$ cat src/rtl/seq_lock_checker_seg7_hex.sv
// seg7_hex: 4-bit hex digit to active-high {g,f,e,d,c,b,a} segments.
module seg7_hex (
  input  logic [3:0] d,
  output logic [6:0] seg
);
  localparam logic [6:0] HEX [16] = '{
    7'h3F, 7'h06, 7'h5B, 7'h4F, 7'h66, 7'h6D, 7'h7D, 7'h07,
    7'h7F, 7'h6F, 7'h77, 7'h7C, 7'h39, 7'h5E, 7'h79, 7'h71};
  assign seg = HEX[d];
endmodule

$ cat config.mk
export PLATFORM = sky130hd
export DESIGN_NAME = seg7_hex
export DESIGN_NICKNAME = d
export VERILOG_FILES = /design/src/rtl/seq_lock_checker_seg7_hex.sv
export SDC_FILE = /design/constraint.sdc
export NUM_CORES = 1
export LEC_CHECK = 0
export CELL_PAD_IN_SITES_DETAIL_PLACEMENT = 1
export CELL_PAD_IN_SITES_GLOBAL_PLACEMENT = 1
export CORE_AREA = 2 2 39 41
export DETAILED_ROUTE_END_ITERATION = 10
export DIE_AREA = 0 0 41 43
export PLACE_DENSITY_LB_ADDON = 0.15
export RECOVER_POWER = 25
export SYNTH_ARGS = -nofsm -noshare
export SYNTH_HDL_FRONTEND = slang
export SYNTH_SLANG_ARGS = --single-unit
$ cat constraint.sdc
create_clock -name vclk -period 0.9
set_input_delay 0.09 -clock vclk [all_inputs]
set_output_delay 0.09 -clock vclk [all_outputs]
set_load 0.01 [all_outputs]
# == After elaboration in Yosys (flattened, before gate mapping) ==
# Memories as Yosys holds them, arrays and structs flattened.
# Cells that the tools add are included.
# classes
magnitude_cmp,1
mux,2
n_bitwise,1
# ops
op,count
7-bit 2-to-1 mux,2
"5-bit >= comparator, second input constant",1
4-bit inverter with 5-bit output,1
# word_totals
register_bits,0
rom_bits,112
input_bits,4
output_inout_bits,7
wordCells,5
mem_count,1
# memory_table
name,depth,width,read_ports,rd_clocked_by_memory_dff,write_ports,line_no,text
(name not given),16,7,1,0,0,9,assign seg = HEX[d];

# == Longest topological paths before layout ==
# depth
ltp_word,4
depth_mapped,4
ltp_nobuf,4

# == Worst setup path after synthesis ==
# No wires, ideal clock.
# synth_timing
kind,input-to-output
start,input d[0]
end,output seg[3]
arrival_ns,0.982
required_time_ns,0.810
slack_ns,-0.172
path_stages,3
path_buffers,0
cell_sequence,inv_1 -> ha_1 -> mux4_1
# synth_via
elab_chain_len,4
# synth_rtl
element,line_no,text
start: declaration,3,"input logic [3:0] d,"
4-bit inverter with 5-bit output (not written as such),9,
memory read 16 x 7 bit,n/a,
7-bit 2-to-1 mux (not written as such) (2 in a row),9,
end: declaration,4,output logic [6:0] seg
# Every way passes these cells. The select of a mux whose other input is x is not followed.

# == Worst setup path in the final report ==
# layout_timing
start,input d[1]
end,output seg[3]
# Same word-level chain as after synthesis.

==> impl_metrics.py <==
metrics = {
    "die": {
        "rows": 14,
        "ios": 11,
        "die_area_um2": 1760,
        "die_w_um": 41,
        "chipHeight_um": 43,
        "initial_core_util_pct": 20.8,
        "coreArea_um2": 1380,
    },
    "timing": {
        "fin_crit_ns": 1.16,
        "max_clock_freq_mhz": 860,
        "timing_worst_slew_pin_value_ns": 0.166,
        "fin_tns_setup_ns": -1.28,
        "max_slew_margin_pct": 88.6,
        "setup_slack_ns": -0.263,
        "timing_hold_violations_final": 0,
        "rsz0062_at_grt": "true",
        "slew_violations": 0,
        "finalCritPeriodShare_pct": 129,
        "setup_viol": 7,
    },
    "final_layout": {
        "fin_cells": 71,
        "fin_nets": 68,
        "nFlopsAndLatches": 0,
        "diodes": 0,
        "nFillCells": 155,
        "syn2layout_area_growth_pct": 117,
        "nClkBuffers": 0,
        "drive_gt1_share_pct": 76.4,
        "regArea_um2": 0,
    },
    "synth": {
        "yosysUniqueCellTypes": 17,
        "netlist_instances": 33,
        "yosysTopAreaCell": "ha_1",
        "synth-seq-area-share_pct": 0,
        "synth_area_per_cell_um2": 8.72,
        "synth_area_leaders": "ha_1, mux2_2, mux4_1",
        "synth_top_area_share_pct": 30.4,
        "synthTopCellsByCount": "ha_1, inv_1, a21oi_1, mux2_2",
        "syn_nets": 44,
        "ys_warn_count": 0,
        "synth.most_common_cell": "ha_1",
        "syn_area_um2": 288,
    },
    "drt": {
        "final_antenna_net_count": 0,
        "drt-pass1-iter-count": 2,
        "wirelength_um": 900,
        "num_vias": 320,
        "drtIter0Drc": 2,
        "drc": 0,
        "routed_wire_length_per_instance_um": 12.7,
        "via_per_inst": 4.51,
    },
    "placed_design": {
        "place_inst": 68,
        "place_congestion": 0.665,
        "hpwlAfterDp_um": 653,
        "io_buffers": 11,
        "pre_cts_ws_ns": -1.17,
    },
    "power_and_ir_drop": {
        "peakVddDrop_mv": 0.149,
        "power.clock.fraction_pct": 0,
        "power.switching_w": 0.000126,
        "p_sw_share_pct": 42.4,
        "powerDensity_nw_per_um2": 474,
        "total_power_w": 0.000297,
        "leakage_nw": 0.268,
        "internal_power_w": 0.000171,
        "p_seq_share_pct": 0,
        "p_comb_share_pct": 100.0,
    },
    "global_route": {
        "globalRouteTotalUtil_pct": 12.2,
        "grt_pass1_wl_mm": 1.57,
        "use_met3_pct": 0,
        "antenna_found_initial": 0,
        "use_met1_pct": 13.4,
        "grt_pass1_vias": 358,
        "overflow": 0,
        "grtUsageMet2_pct": 25.0,
        "grt_busiest_layer": "met2",
        "grt_max_degree": 8,
    },
    "hold_path": {
        "hold_depth": 5,
        "min-delay-start": "d[1]",
        "hold_end": "seg[6]",
        "worstHoldPathType": "in -> out",
    },
    "worst_setup_path": {
        "worstPathArrival_ns": 1.07,
        "worstSetupPathType": "in -> out",
        "cp_max_fo": 5,
        "end_kind": "output port",
        "start_kind": "input port",
        "worstPathRequired_ns": 0.81,
    },
    "outcome": {
        "outcome": "complete, but fails checks",
        "violations": "setup timing",
    },
    "job": {
        "cap_violations": 0,
    },
}
[how the worst max path moves through the flow]
stage / from / endpoint / depth (start not counted)
6_report: d[1] / seg[3] / 6
2_1_floorplan: d[1] / seg[3] / 3
3_5_place_dp: d[1] / seg[3] / 6
4_1_cts: d[1] / seg[3] / 7
5_1_grt: d[1] / seg[3] / 6
3_3_place_gp: d[1] / seg[3] / 6
[through the flow]
step / hold WS (ns) / utilization [%] / cell area (um^2)
after floorplan: 0.338 / - / 327
after global placement: 1.35 / 37.3 / 515
after detailed placement: 1.36 / 37.3 / 515
after CTS: 0.752 / 42.7 / 591
after global routing: 0.670 / 45.2 / 626
final: 0.640 / 45.2 / 626
[cell type report]
type                            count  area, um^2  share of cell area (%)
Tap cell                           16        20.0                    3.20
Timing Repair Buffer               24         226                    36.2
Inverter                            5        36.3                    5.80
Multi-Input combinational cell     26         343                    54.8
[per-layer routing]
metal,part of all wire (%),vias up
met4,0,0
li1,-,160
met3,2.1,0
met5,0,-
met1,36,157
met2,62,3
[worst max-delay path: stages]
cell and delay, ns:
buf_12 0.10, buf_6 0.10, ha_4 0.15, inv_2 0.03, mux4_2 0.47, buf_6 0.14
[layout by cell type (no fill, tap or decap), drive strengths merged]
master and count:
buf 23, ha 7, inv 5, a21oi 3, mux2 3, nor3 2, mux2i 2, nor2b 1
nand2 1, o32a 1, mux4 1, nand3b 1, o31a 1, nand2b 1, or2b 1, a31o 1
clkdlybuf4s15 1
[cells by family after synthesis]
group | count (synthesis) | share of synthesized area (%)
AO/OA/AOI/OAI | 6 | 15.2
adder cells (fa/ha/maj) | 7 | 30.4
buffers and inverters | 7 | 12.2
multiplexers | 6 | 27.8
AND/OR/NAND/NOR | 7 | 14.4
[power groups by stage]
| stage | Sequential (W) | Combinational (W) | Clock [W] |
|---|---|---|---|
| floorplan | 0 | 0.000119 | 0 |
| global placement | 0 | 0.000245 | 0 |
| detailed placement | 0 | 0.000250 | 0 |
| CTS | 0 | 0.000280 | 0 |
| global route | 0 | 0.000321 | 0 |
| finish | 0 | 0.000297 | 0 |
[what timing repair did]
item                                    CTS  global route
gates resized for setup                  61            14
hold buffers                              0             0
cloned                                    1             0
setup buffers                             3             0
pin swaps                                 6             5
endpoints found under the setup margin    7             7
Note: power is estimated with default switching activity, not from simulation.
